==> src/rtl/list_walk_arbiter_if.sv <==
// Bundles the ports of the list walk arbiter: the table configuration port,
// the per-requester head-pointer requests and the node output stream.
//
// Handshake rule for every channel (cfg, req[i], out): a transfer happens in
// a cycle where both valid and ready are high at the rising clock edge. The
// arbiter's ready outputs (cfg_rdy, req_rdy) are combinational from its state
// and inputs. out_vld/out_ptr/out_src/out_last stay stable until out_rdy.
interface list_walk_arbiter_if #(
  parameter int N = 16,
  parameter int R = 2
);
  localparam int W  = $clog2(N);
  localparam int RW = $clog2(R);

  logic                  cfg_vld;
  logic [W-1:0]          cfg_ptr;
  logic [W-1:0]          cfg_next;
  logic                  cfg_rdy;
  logic [R-1:0]          req_vld;
  logic [R-1:0][W-1:0]   req_ptr;
  logic [R-1:0]          req_rdy;
  logic [W-1:0]          out_ptr;
  logic [RW-1:0]         out_src;
  logic                  out_last;
  logic                  out_vld;
  logic                  out_rdy;
  logic                  loop_err;

  // Requester / consumer side.
  modport master (
    output cfg_vld, cfg_ptr, cfg_next, req_vld, req_ptr, out_rdy,
    input  cfg_rdy, req_rdy, out_ptr, out_src, out_last, out_vld, loop_err
  );

  // Arbiter side.
  modport slave (
    input  cfg_vld, cfg_ptr, cfg_next, req_vld, req_ptr, out_rdy,
    output cfg_rdy, req_rdy, out_ptr, out_src, out_last, out_vld, loop_err
  );
endinterface

==> src/rtl/list_walk_arbiter.sv <==
// Shared linked-list walker. Owns an N-entry next-pointer table (pointer 0 is
// null), grants one head pointer at a time in round-robin order and streams
// every node of that list, tagged with the owning requester. Walks longer
// than N nodes are cut off at N and flagged on loop_err.
module list_walk_arbiter #(
  parameter int N = 16,
  parameter int R = 2
) (
  input  logic                   clk,
  input  logic                   rst,
  list_walk_arbiter_if.slave     bus,
  output logic                   dbg_walk
);
  localparam int W  = $clog2(N);
  localparam int RW = $clog2(R);
  localparam int CW = W + 1;

  typedef enum logic {IDLE = 1'b0, WALK = 1'b1} state_e;

  state_e          state_q, state_d;
  logic [W-1:0]    table_q [N];
  logic [W-1:0]    table_d [N];
  logic [W-1:0]    cur_q, cur_d;
  logic [RW-1:0]   src_q, src_d;
  logic [RW-1:0]   last_g_q, last_g_d;
  logic [CW-1:0]   cnt_q, cnt_d;
  logic            loop_err_q, loop_err_d;

  logic            gnt_found;
  logic [RW-1:0]   gnt_idx;
  logic [RW-1:0]   cand;
  logic [W-1:0]    nxt;
  logic            last_node;

  assign dbg_walk  = (state_q == WALK);
  assign nxt       = table_q[cur_q];
  // A walk ends at a null next pointer or after N nodes, whichever is first.
  assign last_node = (nxt == '0) || (cnt_q == CW'(N));

  // Round-robin search starting one past the last granted requester.
  always_comb begin
    gnt_found = 1'b0;
    gnt_idx   = '0;
    cand      = last_g_q;
    for (int i = 0; i < R; i++) begin
      cand = (cand == RW'(R - 1)) ? '0 : cand + 1'b1;
      if (!gnt_found && bus.req_vld[cand]) begin
        gnt_found = 1'b1;
        gnt_idx   = cand;
      end
    end
  end

  // Next-state, table update and handshake outputs.
  always_comb begin
    state_d      = state_q;
    table_d      = table_q;
    cur_d        = cur_q;
    src_d        = src_q;
    last_g_d     = last_g_q;
    cnt_d        = cnt_q;
    loop_err_d   = 1'b0;
    bus.cfg_rdy  = 1'b0;
    bus.req_rdy  = '0;
    bus.out_vld  = 1'b0;
    bus.out_ptr  = '0;
    bus.out_src  = '0;
    bus.out_last = 1'b0;
    bus.loop_err = loop_err_q;
    case (state_q)
      IDLE: begin
        bus.cfg_rdy = 1'b1;
        if (bus.cfg_vld) begin
          // Configuration wins over requests; no grant this cycle.
          table_d[bus.cfg_ptr] = bus.cfg_next;
        end else if (gnt_found) begin
          bus.req_rdy[gnt_idx] = 1'b1;
          last_g_d = gnt_idx;
          src_d    = gnt_idx;
          // A null head is consumed without emitting anything.
          if (bus.req_ptr[gnt_idx] != '0) begin
            cur_d   = bus.req_ptr[gnt_idx];
            cnt_d   = CW'(1);
            state_d = WALK;
          end
        end
      end
      WALK: begin
        bus.out_vld  = 1'b1;
        bus.out_ptr  = cur_q;
        bus.out_src  = src_q;
        bus.out_last = last_node;
        if (bus.out_rdy) begin
          if (last_node) begin
            state_d    = IDLE;
            loop_err_d = (nxt != '0);
          end else begin
            cur_d = nxt;
            cnt_d = cnt_q + 1'b1;
          end
        end
      end
      default: state_d = IDLE;
    endcase
  end

  // State and table registers; reset clears the whole table.
  always_ff @(posedge clk) begin
    if (rst) begin
      state_q    <= IDLE;
      cur_q      <= '0;
      src_q      <= '0;
      last_g_q   <= RW'(R - 1);
      cnt_q      <= '0;
      loop_err_q <= 1'b0;
      for (int i = 0; i < N; i++) table_q[i] <= '0;
    end else begin
      state_q    <= state_d;
      cur_q      <= cur_d;
      src_q      <= src_d;
      last_g_q   <= last_g_d;
      cnt_q      <= cnt_d;
      loop_err_q <= loop_err_d;
      table_q    <= table_d;
    end
  end
endmodule

==> src/flat_wrapper.sv <==
// flat-port wrapper written by rule: the top's interface ports become plain ports
module list_walk_arbiter_flat 
#(
  parameter int N = 16,
  parameter int R = 2
)
  (clk, rst, dbg_walk, bus_cfg_vld, bus_cfg_ptr, bus_cfg_next, bus_req_vld, bus_req_ptr, bus_out_rdy, bus_cfg_rdy, bus_req_rdy, bus_out_ptr, bus_out_src, bus_out_last, bus_out_vld, bus_loop_err);
  list_walk_arbiter_if #(.N(N), .R(R)) bus_i ();
  input  logic clk;
  input  logic rst;
  output logic dbg_walk;
  input wire logic [$bits(bus_i.cfg_vld)-1:0] bus_cfg_vld;
  input wire logic [$bits(bus_i.cfg_ptr)-1:0] bus_cfg_ptr;
  input wire logic [$bits(bus_i.cfg_next)-1:0] bus_cfg_next;
  input wire logic [$bits(bus_i.req_vld)-1:0] bus_req_vld;
  input wire logic [$bits(bus_i.req_ptr)-1:0] bus_req_ptr;
  input wire logic [$bits(bus_i.out_rdy)-1:0] bus_out_rdy;
  output wire logic [$bits(bus_i.cfg_rdy)-1:0] bus_cfg_rdy;
  output wire logic [$bits(bus_i.req_rdy)-1:0] bus_req_rdy;
  output wire logic [$bits(bus_i.out_ptr)-1:0] bus_out_ptr;
  output wire logic [$bits(bus_i.out_src)-1:0] bus_out_src;
  output wire logic [$bits(bus_i.out_last)-1:0] bus_out_last;
  output wire logic [$bits(bus_i.out_vld)-1:0] bus_out_vld;
  output wire logic [$bits(bus_i.loop_err)-1:0] bus_loop_err;
  assign bus_i.cfg_vld = bus_cfg_vld;
  assign bus_i.cfg_ptr = bus_cfg_ptr;
  assign bus_i.cfg_next = bus_cfg_next;
  assign bus_i.req_vld = bus_req_vld;
  assign bus_i.req_ptr = bus_req_ptr;
  assign bus_i.out_rdy = bus_out_rdy;
  assign bus_cfg_rdy = bus_i.cfg_rdy;
  assign bus_req_rdy = bus_i.req_rdy;
  assign bus_out_ptr = bus_i.out_ptr;
  assign bus_out_src = bus_i.out_src;
  assign bus_out_last = bus_i.out_last;
  assign bus_out_vld = bus_i.out_vld;
  assign bus_loop_err = bus_i.loop_err;
  list_walk_arbiter #(.N(N), .R(R)) u_core (.clk(clk), .rst(rst), .bus(bus_i), .dbg_walk(dbg_walk));
endmodule
==> config.mk <==
export PLATFORM = sky130hd
export DESIGN_NAME = list_walk_arbiter_flat
export DESIGN_NICKNAME = d
export VERILOG_FILES = /design/src/rtl/list_walk_arbiter_if.sv /design/src/rtl/list_walk_arbiter.sv /design/src/flat_wrapper.sv
export SDC_FILE = /design/constraint.sdc
export NUM_CORES = 1
export LEC_CHECK = 0
export ABC_AREA = 1
export CORE_ASPECT_RATIO = 0.75
export CORE_MARGIN = 3
export CORE_UTILIZATION = 45
export DETAILED_ROUTE_END_ITERATION = 16
export HOLD_SLACK_MARGIN = 0.02
export PLACE_DENSITY = 0.63
export SLEW_MARGIN = 20
export SYNTH_ARGS = -nofsm -noshare
export SYNTH_HDL_FRONTEND = slang
export SYNTH_SLANG_ARGS = --single-unit
==> constraint.sdc <==
create_clock -name clk -period 2.9 [get_ports clk]
set_input_delay 0.58 -clock clk [delete_from_list [all_inputs] [get_ports clk]]
set_output_delay 0.58 -clock clk [all_outputs]
set_load 0.05 [all_outputs]
==> results of run 1 <==
## area by class of cell
class	count	area [um^2]	share of cell area, %
inverter	85	324	7.19
sequential	77	1540	34.2
clock inverter	3	42.5	0.944
multi-input combinational	381	1780	39.5
timing repair buffer	39	415	9.22
clock buffer	13	270	6.00
tap	105	131	2.92
## registers in the layout, summed over array words and instances (netlist names)
register	count
u_core.dbg_walk	1
u_core.src_q	1
u_core.last_g_q	1
u_core.cur_q	4
u_core.cnt_q	5
u_core.bus.loop_err	1
u_core.table_q	64
## repair_timing
action                     CTS  global route
setup endpoints to repair    0             1
buffers inserted             0             0
hold endpoints to repair     0             0
gates resized for setup      0             2
hold buffers                 0             0
## worst max-delay path: stages (launching register included)
cell and delay (ns):
dfxtp_1 0.47, inv_1 0.38, o21ai_0 0.28, nor2_1 0.19
inv_1 0.11, nor2_1 0.24, buf_12 0.18
## metal layers
layer  vias up  part of all wire, %
li1       1893                    -
met1      1632                   53
met2        74                   42
met3        10                  4.7
met4         0                  1.0
met5         -                    0
## layout by cell type, fill, tap and decap left out, types with 2 or more instances in the layout
cell type / synthesis / layout
buf_4: 2 / 6
a21oi_1: 71 / 70
nor3_1: 4 / 4
nand3_1: 64 / 64
dfxtp_1: 77 / 77
clkbuf_16: 0 / 9
nand2_2: 2 / 2
buf_12: 0 / 4
nand4_1: 4 / 4
o21ai_0: 73 / 73
inv_1: 82 / 82
clkdlybuf4s50_1: 0 / 29
clkbuf_8: 0 / 3
o21ai_1: 6 / 6
nor2_1: 34 / 34
nand3_2: 2 / 2
nand2_1: 112 / 112
ha_1: 2 / 2
## power by group through the flow
stage / clock, mW / sequential, mW / combinational (mW)
detailed placement: 0 / 1.23 / 0.990
CTS: 1.19 / 1.20 / 0.996
floorplan: 0 / 1.20 / 0.791
global route: 1.23 / 1.21 / 1.12
finish: 1.17 / 1.21 / 1.01
global placement: 0 / 1.22 / 0.982
## kinds of logic after synthesis
kind of cell             share of synthesized area [%]
AO/OA/AOI/OAI                                     20.2
adder cells (fa/ha/maj)                          0.654
AND/OR/NAND/NOR                                   25.6
flip-flops                                        40.3
buffers and inverters                             13.3
## final timing paths
check | slack [ns] | end | from
max reg2reg | 0.50 | u_core.table_q[31] | u_core.dbg_walk
max | 0.12 | bus_req_rdy[0] | u_core.dbg_walk
min reg2reg | 0.45 | u_core.table_q[58] | u_core.table_q[58]
min | 0.45 | u_core.table_q[58] | u_core.table_q[58]
## metrics by stage
stage	util, %	total power, mW
floorplan	-	1.99
global placement	51.7	2.21
detailed placement	51.7	2.22
CTS	55.6	3.39
global route	55.7	3.56
finish	55.7	3.38
==> impl_results.md, run 1 <==
- Static Leak: 1.84 nW
- Root Buffer: clkbuf_16
- Post-synth EDFFs: 0
- Count of cell types in the netlist: 27
- Minimum clock period: 2.78 ns
- Worst hold-check path type: reg2reg
- First-pass GRT wire length: 16400 um
- Vias: 3609
- Crit Path Class: reg2out
- Dpl hpwl: 6910 um
- Via density: 5.13
- TritonCTS clock tree: yes
- Final clock skew: 0.00584 ns
- Max-slew headroom: 51.5%
- Max clock buf depth: 2
- Met3 usage in global routing: 4.87%
- H-tree depth: 3
- Most frequent cell after synthesis: nand2_1
- Die width: 112 um
- Worst Path Arrival: 2.20 ns
- Worst Setup Slack, final: 0.121 ns
- Place WS: 0.371 ns
- Grt total ovfl: 0
- TNS Setup: 0 ns
- Outcome: finished, final reports clean
- Worst R2R Path Depth: 6
- Full die area: 9660 um^2
- PD cells: 750 nW/um^2
- Asr flop ratio synth: 0%
- Syn. warnings: 0
- Final count of hold timing violations: 0
- CP Max Fanout: 12
- Final Max Slew Viols: 0
- Routed len/inst: 14.4 um
- Cells after Synth: 571
- Most used DFF post-synth: dfxtp_1
- Critical path required time: 2.32 ns
- Number of CTS-inserted buffers: 9
- Power Internal: 2.21 mW
- Post-Layout Cell Count: 703
- Diodes inserted: 0
- Area of placed instances: 4190 um^2
- Switching Fraction: 34.7%
- Reg clk slew, reported paths: 0.06 ns
- Placed cell count: 687
- Max_cap viols: 0
- GPL Wtd Cong: 0.834
- Initial antenna violation count: 0
- Post-route ant nets: 0
- Busiest grt layer: met1
- Grt met1 use: 32.5%
- Fin crit share: 95.8%
- Final setup viols: 0
- Reg power frac: 35.7%
- Clk Latency, worst-skew pair: 0.34 ns
- Cell taking the most area after synthesis: dfxtp_1
- DRC Markers: 0
- Met2 usage: 30.6%
- RSZ-0062 raised after global routing: no
- Largest net degree at the start of global routing: 44
- Crit path launch type: flop
- Post-synth top cells: 112 x nand2_1, 82 x inv_1, 77 x dfxtp_1
- Worst vdd ir: 0.000450 V
- Drt total wl: 10100 um
- Clock network power share: 34.5%
- Die H: 85.9 um
- Syn-to-layout area delta: 17.8%
- Nets@finish: 617
- Hold Path Stages: 2
- Sequential share of the synthesized area: 40.3%
- Vias in the first global route: 3224
- Filler cell count: 791
- DRT Pass-1 Iters: 4
- # rows: 28
- Initial core utilization: 47.3%
- #FFs+latches synth: 77
- Synthesized area: 3830 um^2
- WHS: 0.449 ns
- Clock sinks: 77
- # IOs: 34
- Tot GR Track Use: 21.6%
- 1st-iter DRT viols: 241
- Layout cells sized above 1: 5.85%
- Yosys top cell area share: 40.3%
- Slew @ Worst Pin: 0.725 ns
- Avg Inst Size Synth: 6.70 um^2
- Final instance area: 4510 um^2
- Gate power share: 29.8%
- CP Capture Type: output pin
- PortBufs: 33
- Psw: 1.17 mW
- Syn nets: 595
- CORE AREA: 8090 um^2
- Dominant cells by area after synthesis: dfxtp_1 40%, nand2_1 11%, o21ai_0 9.5%
- Fmax: 360 MHz
Power figures use the tool's default switching activity.
==> run 2, diff against run 1 <==
--- a/config.mk
+++ b/config.mk
@@ -5,7 +5,6 @@
 export SDC_FILE = /design/constraint.sdc
 export NUM_CORES = 1
 export LEC_CHECK = 0
-export ABC_AREA = 1
 export CORE_ASPECT_RATIO = 0.75
 export CORE_MARGIN = 3
 export CORE_UTILIZATION = 45
==> run 2 against run 1 <==
Compared with the run above: the run now ends with setup timing left; flip-flop and latch count stayed put; non-clock buffer count up 20; utilization rose by 1.2 points; clock skew grew 0.0031 ns; count of clock-buffer cells in the layout fell by 3; global-route usage down 0.11 points; clock power down 25%; hold slack better by 0.019 ns; critical path type unchanged.
==> impl_results.md, run 2 <==
- Outcome: complete, but fails checks (was finished, final reports clean)
- Failing checks: setup timing
- Final setup viols: 1 (was 0)
- RSZ-0062 raised after global routing: yes (was no)
- Largest regs: u_core.table_q (64), u_core.cnt_q (5), u_core.cur_q (4) (unchanged)
- Vias in the first global route: 2927 (was 3224)
- Fin crit share: 103% (was 95.8%)
- Clk Latency, worst-skew pair: 0.35 ns (was 0.34 ns)
- Dpl hpwl: 6840 um (was 6910 um)
- Final clock skew: 0.00891 ns (was 0.00584 ns)
- # hold bufs at CTS: 0 (unchanged)
- Syn-to-layout area delta: 21.4% (was 17.8%)
- Die width: 111 um (was 112 um)
- Max_cap viols: 0 (unchanged)
- Full die area: 9420 um^2 (was 9660 um^2)
- Post-synth EDFFs: 0 (unchanged)
- Tot GR Track Use: 21.5% (was 21.6%)
- Filler cell count: 680 (was 791)
- Cells after Synth: 402 (was 571)
- Worst hold-check path type: reg2reg (unchanged)
- Nets@finish: 462 (was 617)
- Worst path max stage delay: 0.50 ns (was 0.47 ns)
- Diodes inserted: 0 (unchanged)
- CP Capture Type: output pin (unchanged)
- Max-slew headroom: 48.0% (was 51.5%)
- CORE AREA: 7950 um^2 (was 8090 um^2)
- Syn. warnings: 0 (unchanged)
- Met3 wire len: 602 um (was 470 um)
- TNS Setup: -0.0836 ns (was 0 ns)
- CP Max Fanout: 7 (was 12)
- Worst Path Arrival: 2.40 ns (was 2.20 ns)
- Post-synth top cells: 77 x dfxtp_1, 57 x nor2_1, 49 x mux2i_1 (was 112 x nand2_1, 82 x inv_1, 77 x dfxtp_1)
- Final core utilization: 56.9% (was 55.7%)
- Critical path required time: 2.32 ns (about the same)
- Worst Setup Slack, final: -0.0836 ns (was 0.121 ns)
- Die H: 84.8 um (was 85.9 um)
- Via density: 5.61 (was 5.13)
- Slew @ Worst Pin: 0.778 ns (was 0.725 ns)
- Crit path launch type: flop (unchanged)
- # rows: 28 (unchanged)
- Count of cell types in the netlist: 38 (was 27)
- WL met2: 4040 um (was 4220 um)
- Routed len/inst: 17.7 um (was 14.4 um)
- CP Cell Sequence: buf_12 > mux4_2 > a22oi_2 > nand3_2 > nor4_4 > nor2_2 > nor2_2 > buf_12 (was inv_1 > o21ai_0 > nor2_1 > inv_1 > nor2_1 > buf_12)
- Most used DFF post-synth: dfxtp_1 (unchanged)
- Synthesized area: 3720 um^2 (was 3830 um^2)
- Clock sinks: 77 (unchanged)
- Max reg flops: 64 (unchanged)
- Commonest non-fill, non-tap cells in the layout: 75 x dfxtp_1, 55 x nor2_1, 49 x mux2i_1 (was 112 x nand2_1, 82 x inv_1, 77 x dfxtp_1)
- Asr flop ratio synth: 0% (unchanged)
- Largest register by flop count: u_core.table_q (unchanged)
- Top Metal Used: met4 (unchanged)
- Crit Path Class: reg2out (unchanged)
- Cell taking the most area after synthesis: dfxtp_1 (unchanged)
- #FFs+latches synth: 77 (unchanged)
- Dominant cells by area after synthesis: dfxtp_1 41%, mux2i_1 13%, mux4_2 9.7% (was dfxtp_1 40%, nand2_1 11%, o21ai_0 9.5%)
- Static Leak: 1.77 nW (was 1.84 nW)
- Avg Inst Size Synth: 9.27 um^2 (was 6.70 um^2)
- Layout cells sized above 1: 17.4% (was 5.85%)
- GPL Wtd Cong: 0.932 (was 0.834)
- Pwr Total: 2.27 mW (was 3.38 mW)
- Most frequent cell after synthesis: dfxtp_1 (was nand2_1)
- CP max-delay cell: mux4_2 (was dfxtp_1)
- Minimum clock period: 2.98 ns (was 2.78 ns)
- Post-route ant nets: 0 (unchanged)
- Vias: 3066 (was 3609)
- DRT Pass-1 Iters: 5 (was 4)
- Syn nets: 426 (was 595)
- Number of CTS-inserted buffers: 9 (unchanged)
- Most common cell after layout, fill and taps aside: dfxtp_1 (was nand2_1)
- H-tree depth: 3 (unchanged)
- Yosys top cell area share: 41.4% (was 40.3%)
- Final Max Slew Viols: 0 (unchanged)
- Root Buffer: clkbuf_8 (was clkbuf_16)
- PD cells: 502 nW/um^2 (was 750 nW/um^2)
- Fmax: 335 MHz (was 360 MHz)
- First-pass GRT wire length: 15900 um (was 16400 um)
- Final count of hold timing violations: 0 (unchanged)
- Max clock buf depth: 2 (unchanged)
- # IOs: 34 (unchanged)
- TritonCTS clock tree: yes (unchanged)
- Drt total wl: 9670 um (was 10100 um)
- Initial core utilization: 46.8% (was 47.3%)
- Grt total ovfl: 0 (unchanged)
- 1st-iter DRT viols: 240 (was 241)
- Sequential share of the synthesized area: 41.4% (was 40.3%)
- Worst vdd ir: 0.000347 V (was 0.000450 V)
- Initial antenna violation count: 0 (unchanged)
- Reg clk slew, reported paths: 0.08 ns (was 0.06 ns)
- DRC Markers: 0 (unchanged)
- Largest net degree at the start of global routing: 67 (was 44)
- Routed length on met1: 4970 um (was 5300 um)
- PortBufs: 33 (unchanged)
run 2: layer usage:
metal,vias to the layer above,track usage (%)
met1,1482,33.1
met2,84,29.6
met5,-,0
met4,0,6.08
met3,4,5.40
li1,1496,-
run 2: path summary, 6_finish.rpt:
check	startpoint	end	slack [ns]	cells after the start
worst max-delay path	u_core.cur_q[0]	bus_out_last	-0.08	8
worst max register to register	u_core.cur_q[0]	u_core.cnt_q[3]	0.22	10
worst min register to register	u_core.table_q[30]	u_core.table_q[30]	0.47	2
worst min-delay path	u_core.table_q[30]	u_core.table_q[30]	0.47	2
run 2: area by class of cell:
class                      count  area [um^2]  share of cell area [%]
clock inverter                 5         75.1                    1.66
tap                          105          131                    2.91
multi-input combinational    284         2040                    45.0
sequential                    77         1550                    34.2
timing repair buffer          59          568                    12.6
inverter                       7         26.3                   0.581
clock buffer                  10          138                    3.04
run 2: power breakdown:
group	switching, mW	internal (mW)	total (mW)	leakage (nW)
Sequential	0.0253	1.08	1.10	0.623
Combinational	0.167	0.123	0.290	1.03
Clock	0.381	0.499	0.880	0.112
Total	0.573	1.70	2.27	1.77
run 2: kinds of logic (layout without fill, tap and decap cells):
logic type               after synthesis  in the layout  share of synthesized area [%]
adder cells (fa/ha/maj)                2              2                          0.672
flip-flops                            77             77                           41.4
AND/OR/NAND/NOR                      164            164                           20.4
multiplexers                          65             65                           22.8
buffers and inverters                 41             81                           5.14
AO/OA/AOI/OAI                         53             53                           9.57
run 2: what timing repair did:
action | 4_1_cts | 5_1_grt
gates cloned | 0 | 0
endpoints found under the setup margin | 1 | 1
resized for setup | 9 | 4
setup buffers | 2 | 2
pin swaps | 6 | 6
run 2: worst max-delay path, delay by kind of cell, from the launching register on:
kind,cells,cell delay [ns]
AND/OR/NAND/NOR,4,0.67
multiplexers,1,0.50
flip-flops,1,0.37
buffers and inverters,2,0.28
AO/OA/AOI/OAI,1,0.22
run 2: per-stage QoR:
step	std cells	hold WS [ns]	area (um^2)	setup slack, ns
after floorplan	402	0.433	3730	0.165
after global placement	528	0.450	4220	0.167
after detailed placement	528	0.456	4220	0.132
after CTS	545	0.470	4490	-0.128
after global routing	547	0.482	4520	-0.174
final	547	0.468	4520	-0.0836
==> run 3, diff against run 2 <==
--- a/config.mk
+++ b/config.mk
@@ -5,6 +5,7 @@
 export SDC_FILE = /design/constraint.sdc
 export NUM_CORES = 1
 export LEC_CHECK = 0
+export CAP_MARGIN = 20
 export CORE_ASPECT_RATIO = 0.75
 export CORE_MARGIN = 3
 export CORE_UTILIZATION = 45
==> results of run 3 <==
Final layout, timing and power as in run 2 (identical DEF).
